**config.mk**
```make
export PLATFORM = sky130hd
export DESIGN_NAME = aes_round_engine
export DESIGN_NICKNAME = d
export VERILOG_FILES = /design/src/rtl/aes_round_engine.sv
export SDC_FILE = /design/constraint.sdc
export NUM_CORES = 2
export LEC_CHECK = 0
export CORE_AREA = 10 10 636 638
export CTS_CLUSTER_SIZE = 30
export DETAILED_ROUTE_END_ITERATION = 12
export DIE_AREA = 0 0 646 648
export GPL_TIMING_DRIVEN = 0
export PLACE_DENSITY = 0.33
export SLEW_MARGIN = 20
export SYNTH_ARGS = -nofsm -noshare
export SYNTH_HDL_FRONTEND = slang
export SYNTH_SLANG_ARGS = --single-unit
```
**constraint.sdc**
```tcl
create_clock -name clk -period 4.9 [get_ports clk]
set_clock_uncertainty 0.1 [all_clocks]
set_input_delay 0.49 -clock clk [delete_from_list [all_inputs] [get_ports clk]]
set_output_delay 0.49 -clock clk [all_outputs]
set_load 0.02 [all_outputs]
```
**src/rtl/aes_round_engine.sv**
```systemverilog
// Iterative AES encryption engine: one load cycle, then one round per clock
// (NR-1 full rounds plus a final round without MixColumns), then a held result.
module aes_round_engine #(
    parameter int NR      = 10,
    parameter int OUT_REG = 1
) (
    input  logic                       clk,
    input  logic                       rst,
    input  logic                       in_valid,
    output logic                       in_ready,
    input  logic [3:0][3:0][7:0]       state_in,
    input  logic [NR:0][3:0][3:0][7:0] round_keys,
    output logic                       out_valid,
    input  logic                       out_ready,
    output logic [3:0][3:0][7:0]       state_out,
    output logic                       busy
);

    typedef enum logic [1:0] {IDLE, RUN, DONE} fsm_t;
    typedef logic [3:0][3:0][7:0] blk_t;

    localparam logic [3:0] LAST = 4'(NR);

    localparam logic [7:0] SBOX [256] = '{
        8'h63, 8'h7c, 8'h77, 8'h7b, 8'hf2, 8'h6b, 8'h6f, 8'hc5, 8'h30, 8'h01, 8'h67, 8'h2b, 8'hfe, 8'hd7, 8'hab, 8'h76,
        8'hca, 8'h82, 8'hc9, 8'h7d, 8'hfa, 8'h59, 8'h47, 8'hf0, 8'had, 8'hd4, 8'ha2, 8'haf, 8'h9c, 8'ha4, 8'h72, 8'hc0,
        8'hb7, 8'hfd, 8'h93, 8'h26, 8'h36, 8'h3f, 8'hf7, 8'hcc, 8'h34, 8'ha5, 8'he5, 8'hf1, 8'h71, 8'hd8, 8'h31, 8'h15,
        8'h04, 8'hc7, 8'h23, 8'hc3, 8'h18, 8'h96, 8'h05, 8'h9a, 8'h07, 8'h12, 8'h80, 8'he2, 8'heb, 8'h27, 8'hb2, 8'h75,
        8'h09, 8'h83, 8'h2c, 8'h1a, 8'h1b, 8'h6e, 8'h5a, 8'ha0, 8'h52, 8'h3b, 8'hd6, 8'hb3, 8'h29, 8'he3, 8'h2f, 8'h84,
        8'h53, 8'hd1, 8'h00, 8'hed, 8'h20, 8'hfc, 8'hb1, 8'h5b, 8'h6a, 8'hcb, 8'hbe, 8'h39, 8'h4a, 8'h4c, 8'h58, 8'hcf,
        8'hd0, 8'hef, 8'haa, 8'hfb, 8'h43, 8'h4d, 8'h33, 8'h85, 8'h45, 8'hf9, 8'h02, 8'h7f, 8'h50, 8'h3c, 8'h9f, 8'ha8,
        8'h51, 8'ha3, 8'h40, 8'h8f, 8'h92, 8'h9d, 8'h38, 8'hf5, 8'hbc, 8'hb6, 8'hda, 8'h21, 8'h10, 8'hff, 8'hf3, 8'hd2,
        8'hcd, 8'h0c, 8'h13, 8'hec, 8'h5f, 8'h97, 8'h44, 8'h17, 8'hc4, 8'ha7, 8'h7e, 8'h3d, 8'h64, 8'h5d, 8'h19, 8'h73,
        8'h60, 8'h81, 8'h4f, 8'hdc, 8'h22, 8'h2a, 8'h90, 8'h88, 8'h46, 8'hee, 8'hb8, 8'h14, 8'hde, 8'h5e, 8'h0b, 8'hdb,
        8'he0, 8'h32, 8'h3a, 8'h0a, 8'h49, 8'h06, 8'h24, 8'h5c, 8'hc2, 8'hd3, 8'hac, 8'h62, 8'h91, 8'h95, 8'he4, 8'h79,
        8'he7, 8'hc8, 8'h37, 8'h6d, 8'h8d, 8'hd5, 8'h4e, 8'ha9, 8'h6c, 8'h56, 8'hf4, 8'hea, 8'h65, 8'h7a, 8'hae, 8'h08,
        8'hba, 8'h78, 8'h25, 8'h2e, 8'h1c, 8'ha6, 8'hb4, 8'hc6, 8'he8, 8'hdd, 8'h74, 8'h1f, 8'h4b, 8'hbd, 8'h8b, 8'h8a,
        8'h70, 8'h3e, 8'hb5, 8'h66, 8'h48, 8'h03, 8'hf6, 8'h0e, 8'h61, 8'h35, 8'h57, 8'hb9, 8'h86, 8'hc1, 8'h1d, 8'h9e,
        8'he1, 8'hf8, 8'h98, 8'h11, 8'h69, 8'hd9, 8'h8e, 8'h94, 8'h9b, 8'h1e, 8'h87, 8'he9, 8'hce, 8'h55, 8'h28, 8'hdf,
        8'h8c, 8'ha1, 8'h89, 8'h0d, 8'hbf, 8'he6, 8'h42, 8'h68, 8'h41, 8'h99, 8'h2d, 8'h0f, 8'hb0, 8'h54, 8'hbb, 8'h16
    };

    fsm_t       state;
    fsm_t       state_nxt;
    logic [3:0] round_cnt;
    blk_t       state_reg;
    blk_t       shifted;
    blk_t       round_out;

    // Multiply by {02} in GF(2^8) with reduction polynomial 0x11B.
    function automatic logic [7:0] xtime(input logic [7:0] b);
        return {b[6:0], 1'b0} ^ (b[7] ? 8'h1b : 8'h00);
    endfunction

    // SubBytes followed by ShiftRows: out[r][c] = S(in[r][(c+r) mod 4]).
    function automatic blk_t sub_shift(input blk_t s);
        blk_t r;
        for (int row = 0; row < 4; row++)
            for (int col = 0; col < 4; col++)
                r[row][col] = SBOX[s[row][2'(col + row)]];
        return r;
    endfunction

    // MixColumns: each output byte is 02*a[r] ^ 03*a[r+1] ^ a[r+2] ^ a[r+3] within its column.
    function automatic blk_t mix_columns(input blk_t s);
        blk_t r;
        for (int col = 0; col < 4; col++)
            for (int row = 0; row < 4; row++)
                r[row][col] = xtime(s[row][col])
                            ^ xtime(s[2'(row + 1)][col]) ^ s[2'(row + 1)][col]
                            ^ s[2'(row + 2)][col]
                            ^ s[2'(row + 3)][col];
        return r;
    endfunction

    // Round datapath; the last round bypasses MixColumns.
    always_comb begin
        shifted   = sub_shift(state_reg);
        round_out = ((round_cnt == LAST) ? shifted : mix_columns(shifted)) ^ round_keys[round_cnt];
    end

    // FSM state register.
    always_ff @(posedge clk or negedge rst) begin
        if (!rst) state <= IDLE;
        else      state <= state_nxt;
    end

    // FSM next-state logic: accept in IDLE, iterate in RUN, hold in DONE until consumed.
    always_comb begin
        state_nxt = state;
        case (state)
            IDLE:    if (in_valid) state_nxt = RUN;
            RUN:     if (round_cnt == LAST) state_nxt = DONE;
            DONE:    if (out_ready) state_nxt = IDLE;
            default: state_nxt = IDLE;
        endcase
    end

    // State register and round counter: whitening on load, one round per RUN cycle.
    always_ff @(posedge clk or negedge rst) begin
        if (!rst) begin
            state_reg <= '0;
            round_cnt <= '0;
        end else begin
            case (state)
                IDLE: begin
                    if (in_valid) begin
                        state_reg <= state_in ^ round_keys[0];
                        round_cnt <= 4'd1;
                    end
                end
                RUN: begin
                    state_reg <= round_out;
                    if (round_cnt != LAST) round_cnt <= round_cnt + 4'd1;
                end
                default: ;
            endcase
        end
    end

    generate
        if (OUT_REG != 0) begin : g_out_reg
            blk_t out_q;
            // Holding register captures the final-round result on the RUN->DONE edge.
            always_ff @(posedge clk or negedge rst) begin
                if (!rst)                                  out_q <= '0;
                else if (state == RUN && round_cnt == LAST) out_q <= round_out;
            end
            assign state_out = out_q;
        end else begin : g_out_direct
            assign state_out = state_reg;
        end
    endgenerate

    assign in_ready  = (state == IDLE);
    assign out_valid = (state == DONE);
    assign busy      = (state != IDLE);

endmodule
```
==> impl_results.html <==
<table>
<tr><th>Metric</th><th>Value</th></tr>
<tr><th colspan="2">Outcome</th></tr>
<tr><td>Violated checks</td><td>design-rule violations, negative setup slack</td></tr>
<tr><td>Status</td><td>finished with violations</td></tr>
<tr><th colspan="2">STA</th></tr>
<tr><td>Final worst path period share</td><td>1.00</td></tr>
<tr><td>Setup total negative slack</td><td>-45.2 ps</td></tr>
<tr><td>Final critical-path setup slack</td><td>-19.5 ps</td></tr>
<tr><td>Final Hold Vio Count</td><td>0</td></tr>
<tr><td>Slew at the pin closest to its max-slew limit</td><td>1190 ps</td></tr>
<tr><td>Total setup violations reported at the end of the flow</td><td>3</td></tr>
<tr><td>Tmin final</td><td>roughly 4900 ps</td></tr>
<tr><td>Max transition margin</td><td>0.189</td></tr>
<tr><td>Final-report max-slew violation count</td><td>0</td></tr>
<tr><td>Highest attainable clock frequency</td><td>around 0.2 GHz</td></tr>
<tr><td>Final hold slack</td><td>235 ps</td></tr>
<tr><th colspan="2">Yosys</th></tr>
<tr><td>Largest family of logic cells by synthesized area</td><td>compound AO/OA/AOI/OAI gates</td></tr>
<tr><td>Portion of the post-synthesis area used by sequential elements</td><td>0.0909</td></tr>
<tr><td>Share of the synthesized netlist area taken by xor and xnor gates</td><td>0.0361</td></tr>
<tr><td>Post-Syn Area</td><td>between 0.03 and 0.04 mm2</td></tr>
<tr><td>Post-synthesis share of cell area spent on full adders, half adders and majority gates</td><td>0.0414</td></tr>
<tr><td>Synth Instances</td><td>5394</td></tr>
<tr><td>Synthesized flop and latch total</td><td>approximately 130</td></tr>
<tr><td>Share of flip-flops with an asynchronous set or reset after synthesis</td><td>1.00</td></tr>
<tr><td>Proportion of synthesized area in mux cells</td><td>0.115</td></tr>
<tr><td>Compound-gate portion of the synthesized area</td><td>0.369</td></tr>
<tr><td>Mean cell area of the mapped netlist</td><td>approximately 6.8 um2</td></tr>
<tr><td>Distinct cell type count after synthesis</td><td>between 90 and 100</td></tr>
<tr><td>Top FF cell, synth</td><td>sky130_fd_sc_hd__dfrtp_1</td></tr>
<tr><td>Simple-gate area share of the yosys netlist</td><td>0.247</td></tr>
<tr><td>Count of yosys warnings during synthesis</td><td>0</td></tr>
<tr><td>Count of flip-flops with a built-in enable after synthesis</td><td>0</td></tr>
<tr><th colspan="2">Global route</th></tr>
<tr><td>Total Routing Usage GR</td><td>0.189</td></tr>
<tr><td>Wire length of the first global-routing pass</td><td>543 mm</td></tr>
<tr><td>Vias in the first global route</td><td>about 53000</td></tr>
<tr><td>Maximum number of pins on one net before global-route repair</td><td>69</td></tr>
<tr><td>Grt ovf</td><td>0</td></tr>
<tr><td>Antenna violations before repair</td><td>67</td></tr>
<tr><th colspan="2">Setup path</th></tr>
<tr><td>Critical path peak fanout</td><td>15</td></tr>
<tr><td>Worst r2r src</td><td>state_reg[97]</td></tr>
<tr><td>Crit. End Element</td><td>flip-flop</td></tr>
<tr><td>Critical path's slowest cell</td><td>sky130_fd_sc_hd__ha_1</td></tr>
<tr><td>Worst Setup Path Type</td><td>flip-flop to flip-flop</td></tr>
<tr><td>Required time worst endpoint</td><td>roughly 5200 ps</td></tr>
<tr><td>Category of cells accounting for the largest share of critical-path delay</td><td>simple AND/OR/NAND/NOR gates</td></tr>
<tr><td>Largest stage delay on the critical path</td><td>700 ps</td></tr>
<tr><td>Flop2flop setup slack</td><td>-20 ps</td></tr>
<tr><td>Arrival time reported for the critical path endpoint</td><td>around 5200 ps</td></tr>
<tr><td>Startpoint of the most critical setup path</td><td>state_reg[97]</td></tr>
<tr><td>Count of buffering cells on the critical path with inverters included</td><td>2</td></tr>
<tr><td>Critical path, cell by cell</td><td>clkbuf_2 &gt; inv_1 &gt; ha_1 &gt; nand2_1 &gt; a41o_1 &gt; or4b_1 &gt; a21oi_1 &gt; a21o_1 &gt; mux2i_1 &gt; xnor2_2 &gt; o21ai_0</td></tr>
<tr><td>Startpoint type of the worst setup path</td><td>flip-flop</td></tr>
<tr><th colspan="2">Routing</th></tr>
<tr><td>Wire length after detailed routing</td><td>~420 mm</td></tr>
<tr><td>Vias</td><td>approximately 55000</td></tr>
<tr><td>Number of iterations in the first detailed-routing pass</td><td>12</td></tr>
<tr><td>Via-per-instance ratio</td><td>4.81</td></tr>
<tr><td>Routed Antenna Nets</td><td>0</td></tr>
<tr><td>Routed WL per cell</td><td>between 30 and 40 um</td></tr>
<tr><td>Number of DRC violations after detailed routing</td><td>3</td></tr>
<tr><td>Number of design-rule violations left by the first detailed-router iteration</td><td>~8500</td></tr>
<tr><th colspan="2">Floorplan</th></tr>
<tr><td>Floorplan die area</td><td>between 0.4 and 0.5 mm2</td></tr>
<tr><td>Top Ports</td><td>1671</td></tr>
<tr><td>Starting density of the core</td><td>0.0942</td></tr>
<tr><td>Std-Cell Core Area</td><td>between 0.3 and 0.4 mm2</td></tr>
<tr><td>Die outline width</td><td>between 600 and 700 um</td></tr>
<tr><td>Die Y-Extent</td><td>648 um</td></tr>
<tr><td>FP Rows</td><td>230</td></tr>
<tr><th colspan="2">Place</th></tr>
<tr><td># port buffers</td><td>a little over 600</td></tr>
<tr><td>Placed wire-length estimate after detailed placement</td><td>~340 mm</td></tr>
<tr><td>Placer congestion estimate</td><td>approximately 0.99</td></tr>
<tr><th colspan="2">Clocking</th></tr>
<tr><td>CTS root buf</td><td>sky130_fd_sc_hd__clkbuf_16</td></tr>
<tr><td>Clock latency on the worst-skew pair</td><td>between 500 and 600 ps</td></tr>
<tr><td>Max Root-Sink Buffers</td><td>3</td></tr>
<tr><td>Clock-pin slew reported for the worst setup and hold paths after clock tree synthesis</td><td>80 ps</td></tr>
<tr><td>Number of buffers created by CTS</td><td>25</td></tr>
<tr><td>Maximum level of the CTS H-tree</td><td>4</td></tr>
<tr><td>Number of sinks handled by clock tree synthesis</td><td>about 130</td></tr>
<tr><td>Clock tree from TritonCTS</td><td>yes</td></tr>
<tr><th colspan="2">Finish</th></tr>
<tr><td>Final #Nets</td><td>7768</td></tr>
<tr><td>Max FFs per register</td><td>66</td></tr>
<tr><td>Ratio of cells with drive above 1 in the final layout</td><td>0.115</td></tr>
<tr><td>Area growth syn-to-layout</td><td>39.6%</td></tr>
<tr><td>Count of filler cells inserted in the layout</td><td>45900</td></tr>
<tr><th colspan="2">Power and ir drop</th></tr>
<tr><td>Maximum resistive drop on vdd</td><td>0.318 mV</td></tr>
<tr><td>Power density cells</td><td>approximately 820 mW/mm2</td></tr>
<tr><td>Leakage power summed over all cells</td><td>between 0.015 and 0.02 uW</td></tr>
<tr><th colspan="2">Hold path</th></tr>
<tr><td>Tightest Hold Check Type</td><td>input pin to async pin</td></tr>
<tr><th colspan="2">Flow run</th></tr>
<tr><td>Number of max-cap violations</td><td>0</td></tr>
</table>
-- final timing paths --
| kind | end | cells after the start |
|---|---|---|
| setup / recovery | state_reg[107] | 11 |
| hold / removal | state_out[91] | 2 |
| setup reg to reg | state_reg[107] | 11 |
| hold reg to reg | state_out[32] | 2 |
| max in group asynchronous | state_reg[1] | 4 |
| min in group clk | state_out[32] | 2 |
-- kinds of logic (layout without fill, tap and decap cells) --
family,count (synthesis),in the layout
flops,134,134
compound gates,2025,2025
fa+ha+maj,122,122
other cells,1,114
buf+inv,805,1459
mux,280,280
xor+xnor,152,152
simple gates,1875,1875
-- synthesized netlist by cell type, types with 27 or more instances --
master	instances	area share
sky130_fd_sc_hd__o211ai_1	81	0.016
sky130_fd_sc_hd__dfrtp_1	134	0.091
sky130_fd_sc_hd__and2_1	40	0.0068
sky130_fd_sc_hd__a211o_1	34	0.0081
sky130_fd_sc_hd__nand2_1	451	0.046
sky130_fd_sc_hd__buf_1	67	0.0068
sky130_fd_sc_hd__nand3_1	155	0.021
sky130_fd_sc_hd__nor2b_1	148	0.025
sky130_fd_sc_hd__or3_1	33	0.0056
sky130_fd_sc_hd__o31ai_1	66	0.013
sky130_fd_sc_hd__a21o_1	31	0.0063
sky130_fd_sc_hd__mux4_2	111	0.068
sky130_fd_sc_hd__ha_1	122	0.041
sky130_fd_sc_hd__a22o_1	29	0.0069
sky130_fd_sc_hd__clkbuf_1	333	0.034
sky130_fd_sc_hd__or2_2	34	0.0058
sky130_fd_sc_hd__xor2_1	76	0.018
sky130_fd_sc_hd__a221oi_1	48	0.011
sky130_fd_sc_hd__xnor2_1	76	0.018
sky130_fd_sc_hd__nor3_1	200	0.027
sky130_fd_sc_hd__nand2b_1	162	0.027
sky130_fd_sc_hd__a22oi_1	29	0.0059
sky130_fd_sc_hd__nand4_1	30	0.0051
sky130_fd_sc_hd__o22ai_1	74	0.013
sky130_fd_sc_hd__a2111oi_0	32	0.0076
sky130_fd_sc_hd__o221ai_1	54	0.013
sky130_fd_sc_hd__nor2_1	463	0.047
sky130_fd_sc_hd__buf_2	226	0.031
sky130_fd_sc_hd__mux2_2	30	0.0092
sky130_fd_sc_hd__nor4_1	27	0.0046
sky130_fd_sc_hd__mux2i_1	139	0.038
sky130_fd_sc_hd__a211oi_1	106	0.022
sky130_fd_sc_hd__o311ai_0	83	0.020
sky130_fd_sc_hd__o21ai_0	441	0.060
sky130_fd_sc_hd__a21oi_1	443	0.060
sky130_fd_sc_hd__a311oi_1	84	0.020
sky130_fd_sc_hd__inv_1	69	0.0070
sky130_fd_sc_hd__and3_1	42	0.0071
sky130_fd_sc_hd__a31oi_1	107	0.018
sky130_fd_sc_hd__buf_4	87	0.018
-- layer usage --
metal / GRT usage / vias up / share of wire / wire, um
met5: 0 / - / 0.00040 / 168
met4: 0.100 / 26 / 0.066 / 27900
met3: 0.0428 / 802 / 0.091 / 38300
met2: 0.300 / 4139 / 0.44 / 186000
met1: 0.237 / 28000 / 0.40 / 168000
li1: - / 21700 / - / -
-- through the flow --
step	power [uW]	cell area (um2)	instances	setup WS, ps	util
2_1_floorplan	20100	37100	5457	1470	-
3_3_place_gp	39400	49800	11300	-4040	0.127
3_5_place_dp	38500	50200	11300	-1870	0.128
4_1_cts	41000	51300	11300	7.07	0.131
5_1_grt	43000	51500	11400	-3.08	0.132
6_report	42500	51500	11400	-19.5	0.132
-- placed cells by master (no fill, tap or decap), types with 34 or more instances in the layout --
cell and instances:
sky130_fd_sc_hd__buf_1 62, sky130_fd_sc_hd__mux4_2 111, sky130_fd_sc_hd__o211ai_1 81, sky130_fd_sc_hd__a211o_1 34, sky130_fd_sc_hd__buf_2 227, sky130_fd_sc_hd__a311oi_1 81
sky130_fd_sc_hd__buf_4 92, sky130_fd_sc_hd__and3_1 42, sky130_fd_sc_hd__a221oi_1 47, sky130_fd_sc_hd__ha_1 119, sky130_fd_sc_hd__mux2i_1 135, sky130_fd_sc_hd__nand2b_1 161
sky130_fd_sc_hd__dfrtp_1 128, sky130_fd_sc_hd__clkbuf_1 285, sky130_fd_sc_hd__diode_2 50, sky130_fd_sc_hd__nand3_1 155, sky130_fd_sc_hd__o31ai_1 65, sky130_fd_sc_hd__nor2_1 457
sky130_fd_sc_hd__nand2_1 450, sky130_fd_sc_hd__nor2b_1 143, sky130_fd_sc_hd__a31oi_1 106, sky130_fd_sc_hd__o22ai_1 74, sky130_fd_sc_hd__or2_2 34, sky130_fd_sc_hd__xor2_1 68
sky130_fd_sc_hd__conb_1 64, sky130_fd_sc_hd__clkbuf_2 40, sky130_fd_sc_hd__o221ai_1 54, sky130_fd_sc_hd__nor3_1 198, sky130_fd_sc_hd__inv_1 69, sky130_fd_sc_hd__a211oi_1 104
sky130_fd_sc_hd__a21oi_1 435, sky130_fd_sc_hd__and2_1 40, sky130_fd_sc_hd__o311ai_0 83, sky130_fd_sc_hd__o21ai_0 441, sky130_fd_sc_hd__xnor2_1 70, sky130_fd_sc_hd__clkdlybuf4s50_1 612
-- cell type report --
type,instances,area [um2],share of cell area
diodes,50,125,0.00243
clock buffers,28,657,0.0128
repair buffers,635,6560,0.127
clock inverters,4,45.0,0.000875
plain buffers,712,3410,0.0663
well taps,5220,6530,0.127
inverters,80,302,0.00586
multi-input cells,4518,30500,0.592
flip-flops and latches,134,3360,0.0653
-- power breakdown --
group / internal [uW] / switching, uW
Clock: 995 / 747
Combinational: 10700 / 27500
Sequential: 1630 / 843
-- timing repair --
| action | CTS | global route |
|---|---|---|
| buffers inserted | 5 | 0 |
| endpoints found under the setup margin | 84 | 40 |
| endpoints found under the hold margin | 72 | 0 |
| gates cloned | 0 | 0 |
| hold buffers | 1 | 0 |
| gates resized for setup | 57 | 45 |
| pin swaps | 4 | 0 |
No activity file was read; power rests on OpenSTA's default activity.
